## src/rtl/nand_gates_pkg.sv

```systemverilog
// -----------------------------------------------------------------------------
// nand_gates_pkg
//
// Shared definitions for the nand_gates logic-gate unit.
//
// Contents:
//   GATE_*     index constants naming each two-input gate function. The
//              current unit evaluates every function at once. A select-based
//              variant can reuse the same numbering.
//   NUM_GATES  number of functions the unit provides.
//   gate_fn()  single-bit evaluation of one gate function, selected by index.
//
// No ports (package).
// -----------------------------------------------------------------------------
package nand_gates_pkg;

    localparam int unsigned GATE_AND   = 0;
    localparam int unsigned GATE_OR    = 1;
    localparam int unsigned GATE_NAND  = 2;
    localparam int unsigned GATE_NOR   = 3;
    localparam int unsigned GATE_XOR   = 4;
    localparam int unsigned GATE_XNOR  = 5;
    localparam int unsigned GATE_NOT_A = 6;

    localparam int unsigned NUM_GATES  = 7;

    // Evaluate one gate function on a single bit pair. Plain Verilog
    // operators are used so that X/Z inputs propagate naturally instead of
    // being forced to a known value.
    function automatic logic gate_fn(input int unsigned sel,
                                     input logic        a,
                                     input logic        b);
        logic r;
        case (sel)
            GATE_AND:   r = a & b;
            GATE_OR:    r = a | b;
            GATE_NAND:  r = ~(a & b);
            GATE_NOR:   r = ~(a | b);
            GATE_XOR:   r = a ^ b;
            GATE_XNOR:  r = ~(a ^ b);
            GATE_NOT_A: r = ~a;
            default:    r = 1'b0;
        endcase
        return r;
    endfunction

endpackage : nand_gates_pkg

```

## src/rtl/nand_gates_gate_bitslice.sv

```systemverilog
// -----------------------------------------------------------------------------
// gate_bitslice
//
// One bit of the nand_gates unit. It evaluates all seven basic gate functions
// of a single operand bit pair. The slice is purely combinational and has no
// clock or reset.
//
// Ports:
//   a        input   operand A bit
//   b        input   operand B bit
//   and_o    output  a & b
//   or_o     output  a | b
//   nand_o   output  ~(a & b)
//   nor_o    output  ~(a | b)
//   xor_o    output  a ^ b
//   xnor_o   output  ~(a ^ b)
//   not_a_o  output  ~a
// -----------------------------------------------------------------------------
module gate_bitslice
    import nand_gates_pkg::*;
(
    input  logic a,
    input  logic b,
    output logic and_o,
    output logic or_o,
    output logic nand_o,
    output logic nor_o,
    output logic xor_o,
    output logic xnor_o,
    output logic not_a_o
);

    assign and_o   = gate_fn(GATE_AND,   a, b);
    assign or_o    = gate_fn(GATE_OR,    a, b);
    assign nand_o  = gate_fn(GATE_NAND,  a, b);
    assign nor_o   = gate_fn(GATE_NOR,   a, b);
    assign xor_o   = gate_fn(GATE_XOR,   a, b);
    assign xnor_o  = gate_fn(GATE_XNOR,  a, b);
    assign not_a_o = gate_fn(GATE_NOT_A, a, b);

endmodule : gate_bitslice

```

## src/rtl/nand_gates.sv

```systemverilog
// -----------------------------------------------------------------------------
// nand_gates
//
// Two-input bitwise logic-gate unit with NAND as the primary function. The
// output y is the combinational NAND of a and b. A registered bank captures
// all basic gate results for synchronous consumers.
//
// Parameters:
//   WIDTH    operand and result width in bits (>= 1)
//
// Ports (the declaration order is fixed, so a positional a, b, y hookup works):
//   a        input   [WIDTH]  operand A
//   b        input   [WIDTH]  operand B
//   y        output  [WIDTH]  combinational ~(a & b), independent of clk and rst
//   clk      input            rising-edge clock for the register bank
//   rst      input            synchronous active-high reset of the bank
//   en       input            bank load enable (level sampled)
//   and_q    output  [WIDTH]  registered a & b
//   or_q     output  [WIDTH]  registered a | b
//   nand_q   output  [WIDTH]  registered ~(a & b)
//   nor_q    output  [WIDTH]  registered ~(a | b)
//   xor_q    output  [WIDTH]  registered a ^ b
//   xnor_q   output  [WIDTH]  registered ~(a ^ b)
//   not_a_q  output  [WIDTH]  registered ~a
//   valid_q  output           the bank holds a loaded result
//
// Reset clears every bank output to 0. This includes the inverting functions,
// so consumers must qualify the bank with valid_q.
// -----------------------------------------------------------------------------
module nand_gates
    import nand_gates_pkg::*;
#(
    parameter int unsigned WIDTH = 1
) (
    input  logic [WIDTH-1:0] a,
    input  logic [WIDTH-1:0] b,
    output logic [WIDTH-1:0] y,
    input  logic             clk,
    input  logic             rst,
    input  logic             en,
    output logic [WIDTH-1:0] and_q,
    output logic [WIDTH-1:0] or_q,
    output logic [WIDTH-1:0] nand_q,
    output logic [WIDTH-1:0] nor_q,
    output logic [WIDTH-1:0] xor_q,
    output logic [WIDTH-1:0] xnor_q,
    output logic [WIDTH-1:0] not_a_q,
    output logic             valid_q
);

    // Combinational gate results, assembled from the bit slices.
    logic [WIDTH-1:0] and_c;
    logic [WIDTH-1:0] or_c;
    logic [WIDTH-1:0] nand_c;
    logic [WIDTH-1:0] nor_c;
    logic [WIDTH-1:0] xor_c;
    logic [WIDTH-1:0] xnor_c;
    logic [WIDTH-1:0] not_a_c;

    // Next-state values for the register bank.
    logic [WIDTH-1:0] and_d;
    logic [WIDTH-1:0] or_d;
    logic [WIDTH-1:0] nand_d;
    logic [WIDTH-1:0] nor_d;
    logic [WIDTH-1:0] xor_d;
    logic [WIDTH-1:0] xnor_d;
    logic [WIDTH-1:0] not_a_d;
    logic             valid_d;

    genvar gi;
    generate
        for (gi = 0; gi < WIDTH; gi++) begin : g_slice
            gate_bitslice u_slice (
                .a       (a[gi]),
                .b       (b[gi]),
                .and_o   (and_c[gi]),
                .or_o    (or_c[gi]),
                .nand_o  (nand_c[gi]),
                .nor_o   (nor_c[gi]),
                .xor_o   (xor_c[gi]),
                .xnor_o  (xnor_c[gi]),
                .not_a_o (not_a_c[gi])
            );
        end
    endgenerate

    // The primary output comes straight from the slices. It does not depend on
    // the clock or reset, so it works even when clk, rst and en are left
    // unconnected.
    assign y = nand_c;

    // Load when enabled, otherwise hold. Reset is applied in the flop block so
    // that it takes priority over en.
    always_comb begin
        and_d   = and_q;
        or_d    = or_q;
        nand_d  = nand_q;
        nor_d   = nor_q;
        xor_d   = xor_q;
        xnor_d  = xnor_q;
        not_a_d = not_a_q;
        valid_d = valid_q;
        if (en) begin
            and_d   = and_c;
            or_d    = or_c;
            nand_d  = nand_c;
            nor_d   = nor_c;
            xor_d   = xor_c;
            xnor_d  = xnor_c;
            not_a_d = not_a_c;
            valid_d = 1'b1;
        end
    end

    always_ff @(posedge clk) begin
        if (rst) begin
            and_q   <= '0;
            or_q    <= '0;
            nand_q  <= '0;
            nor_q   <= '0;
            xor_q   <= '0;
            xnor_q  <= '0;
            not_a_q <= '0;
            valid_q <= 1'b0;
        end else begin
            and_q   <= and_d;
            or_q    <= or_d;
            nand_q  <= nand_d;
            nor_q   <= nor_d;
            xor_q   <= xor_d;
            xnor_q  <= xnor_d;
            not_a_q <= not_a_d;
            valid_q <= valid_d;
        end
    end

endmodule : nand_gates

```

## config.mk

```make
export PLATFORM = sky130hd
export DESIGN_NAME = nand_gates
export DESIGN_NICKNAME = d
export VERILOG_FILES = /design/src/rtl/nand_gates_pkg.sv /design/src/rtl/nand_gates_gate_bitslice.sv /design/src/rtl/nand_gates.sv
export SDC_FILE = /design/constraint.sdc
export NUM_CORES = 1
export LEC_CHECK = 0
export CORE_AREA = 3 3 40 42
export CTS_CLUSTER_DIAMETER = 120
export CTS_CLUSTER_SIZE = 24
export DETAILED_ROUTE_END_ITERATION = 8
export DIE_AREA = 0 0 43 45
export GPL_TIMING_DRIVEN = 1
export HOLD_SLACK_MARGIN = 0.15
export PLACE_DENSITY = 0.58
export SETUP_SLACK_MARGIN = 0.5
export SYNTH_ARGS = -nofsm -noshare
export SYNTH_HDL_FRONTEND = slang
export SYNTH_SLANG_ARGS = --single-unit
export TNS_END_PERCENT = 10
```

## constraint.sdc

```tcl
create_clock -name clk -period 1 [get_ports clk]
set_input_delay 0.2 -clock clk [delete_from_list [all_inputs] [get_ports clk]]
set_output_delay 0.2 -clock clk [all_outputs]
set_load 0.01 [all_outputs]
```

==> out/metrics.cfg <==
[place]
gp_congestion=0.651
dp_slack_ns=-0.633
hpwl_um=596
port_buffers=13

[power]
irDropWorstVdd_v=0.000667
p_leak_nw=0.306
power_density_nw_per_um2=1220

[floorplanning]
ios=14
die_h_um=45
start_util_pct=27.4
die_area_sq_um=1940
core-area_sq_um=1280
row_count=13
die_x_um=43

[synth]
syn_inst=33
ys_types=8
synth_seq_area_share_pct=45.6
synth-seq-cells=8
syn_nets=42
yosys_warnings=0
synth_top_area_share_pct=45.6
ys.flop_type=dfxtp_1
ys_top_cells_by_count=9 x nor2_1, 8 x dfxtp_1, 4 x a211oi_2, 4 x ha_1
async_flop_share_pct=0
postSynthAreaPerCell_sq_um=10.7
synthTopCellsByArea=dfxtp_1 46%, a211oi_2 14%, ha_1 14%
synth-edff-count=0
synth_area_sq_um=352
yosysMostFrequentCell=nor2_1
synth_top_cell_by_area=dfxtp_1

[timing]
setup_violations=0
rsz0062_at_grt=yes
whs_ns=0.313
fmax_ghz=1.13
slew_viol_final=0
max_slew_margin_pct=75.1
period_share_pct=88.7
skew_ns=0
worst_slew_pin_slew_ns=0.373
timing.final.ws_setup_ns=0.113
min_period_ns=0.887
hold_viol_final=0

[global_routing]
antenna_found_initial=0
grt_pass1_vias=331
grt_pass1_wl_mm=1.45
grt_usage_pct=10.5
grt_max_degree=9
grt.overflow.total=0

[critical_path]
crit_chain=buf_2
path_delay_family=flip-flops
end_kind=primary output
reg2regPathDepth=2
crit_fanout=2
crit_buf_inv=1
cp_slowest_cell=dfxtp_2
reg2reg_slack_ns=0.36
crit_path_start=nor_q$_SDFFE_PP0P_
cp_slowest_stage_delay_ns=0.31
critical_path_required_ns=0.80
start_kind=register
endpoint=nor_q
rr_endpoint=xor_q$_SDFFE_PP0P_
crit_cells=1
crit-reg2reg-launch=xor_q$_SDFFE_PP0P_
critPathKind=reg -> out
worstPathArrival_ns=0.69

[layout]
area_delta_synth_final_pct=83.3
final_nets=66
drive_gt1_share_pct=69.1
diodes=0

[drt]
drtIter0Drc=0
ant_nets=0
viasPerCell=4.14
wirelength_um=821
dr.pass1.iters=1
num_vias=290
post_drt_wl_per_cell_um=11.7
drc=0

[clock_network]
clk_latency_ns=0.24
cts_max_path_buffers=2
numCtsBuffers=3
cts_tree=built
cts-htree-levels=1
cts.clk_slew.worst_paths_ns=0.05
root_buffer=clkbuf_4
cts.sinks=8
hold_buffers=0

[run_status]
status=finished clean

[flow_run]
drv_cap=0

[hold_path]
min_path_type=in -> reg

## how the worst min path moves through the flow
stage | from | end | slack [ns] | cells after the start
6_report | a | not_a_q$_SDFFE_PP0P_ | 0.31 | 3
5_1_grt | a | not_a_q$_SDFFE_PP0P_ | 0.31 | 3
4_1_cts | a | not_a_q$_SDFFE_PP0P_ | 0.30 | 3
3_5_place_dp | valid_q$_SDFFE_PP0P_ | valid_q$_SDFFE_PP0P_ | 0.46 | 2
3_3_place_gp | valid_q$_SDFFE_PP0P_ | valid_q$_SDFFE_PP0P_ | 0.45 | 2
2_1_floorplan | a | not_a_q$_SDFFE_PP0P_ | 0.30 | 1
## power by group
part	switching (mW)	total, mW	internal, mW	leakage, nW
clock	0.102	0.238	0.137	0.0138
sequential	0.0138	0.359	0.345	0.0688
combinational	0.0783	0.192	0.114	0.223
## cell families (layout without fill, tap and decap cells)
logic type / Yosys count / after routing / synth area share, %
DFF: 8 / 8 / 45.6
adders and majority gates: 4 / 4 / 14.2
AOI/OAI and AO/OA: 4 / 4 / 14.2
and+or+nand+nor: 9 / 9 / 9.61
buffers and inverters: 5 / 27 / 7.83
muxes: 3 / 3 / 8.54
## sequential cells by signal (all words and copies together) (netlist names)
| register | flops |
|---|---|
| and_q | 1 |
| not_a_q | 1 |
| or_q | 1 |
| nand_q | 1 |
| valid_q | 1 |
| nor_q | 1 |
| xnor_q | 1 |
| xor_q | 1 |
## timing repair
action                                  CTS  global route
endpoints found under the setup margin   17            17
buffers inserted                          3             0
gates resized for setup                  59             4
pin swaps                                 1             0
gates cloned                              1             0
## metal layers
metal	global-route usage (%)	vias to the layer above	routed length, um
met4	7.23	0	0
met2	17.4	6	440
met1	11.4	132	339
li1	-	152	-
met5	0	-	0
met3	3.59	0	41
## area by class of cell
type                    count  area [sq um]
fillers                   127           641
flip-flops and latches      8           170
multi-input cells          20           189
repair buffers             21           218
clock buffers               3          22.5
inverters                   3          26.3
well taps                  15          18.8
## per-stage QoR
step	power, mW	util [%]	setup TNS, ns	instances	instance area, sq um
finish	0.789	50.1	0	70	644
global route	0.846	50.1	0	70	644
CTS	0.787	48.5	0	70	623
detailed placement	0.530	43.1	-3.37	63	554
global placement	0.524	43.1	-3.13	63	554
floorplan	0.434	-	0	33	379
## tightest hold or removal path, delay by kind of cell
family                 cells  cell delay (ns)
buffers and inverters      2             0.25
AO/OA/AOI/OAI              1             0.06
## cells in the final DEF, fill, tap and decap left out
cell type       Yosys  routed
nor2_1              9       9
dfxtp_2             0       8
buf_6               1       7
buf_4               0       6
a211oi_2            4       4
buf_2               0       4
mux2i_1             3       3
clkbuf_4            0       3
ha_4                0       2
ha_1                4       2
inv_4               0       1
inv_1               3       1
inv_12              0       1
bufbuf_16           0       1
dlygate4sd2_1       0       1
dlymetal6s2s_1      0       1
buf_12              0       1
Note: power is estimated with default switching activity, not from simulation.
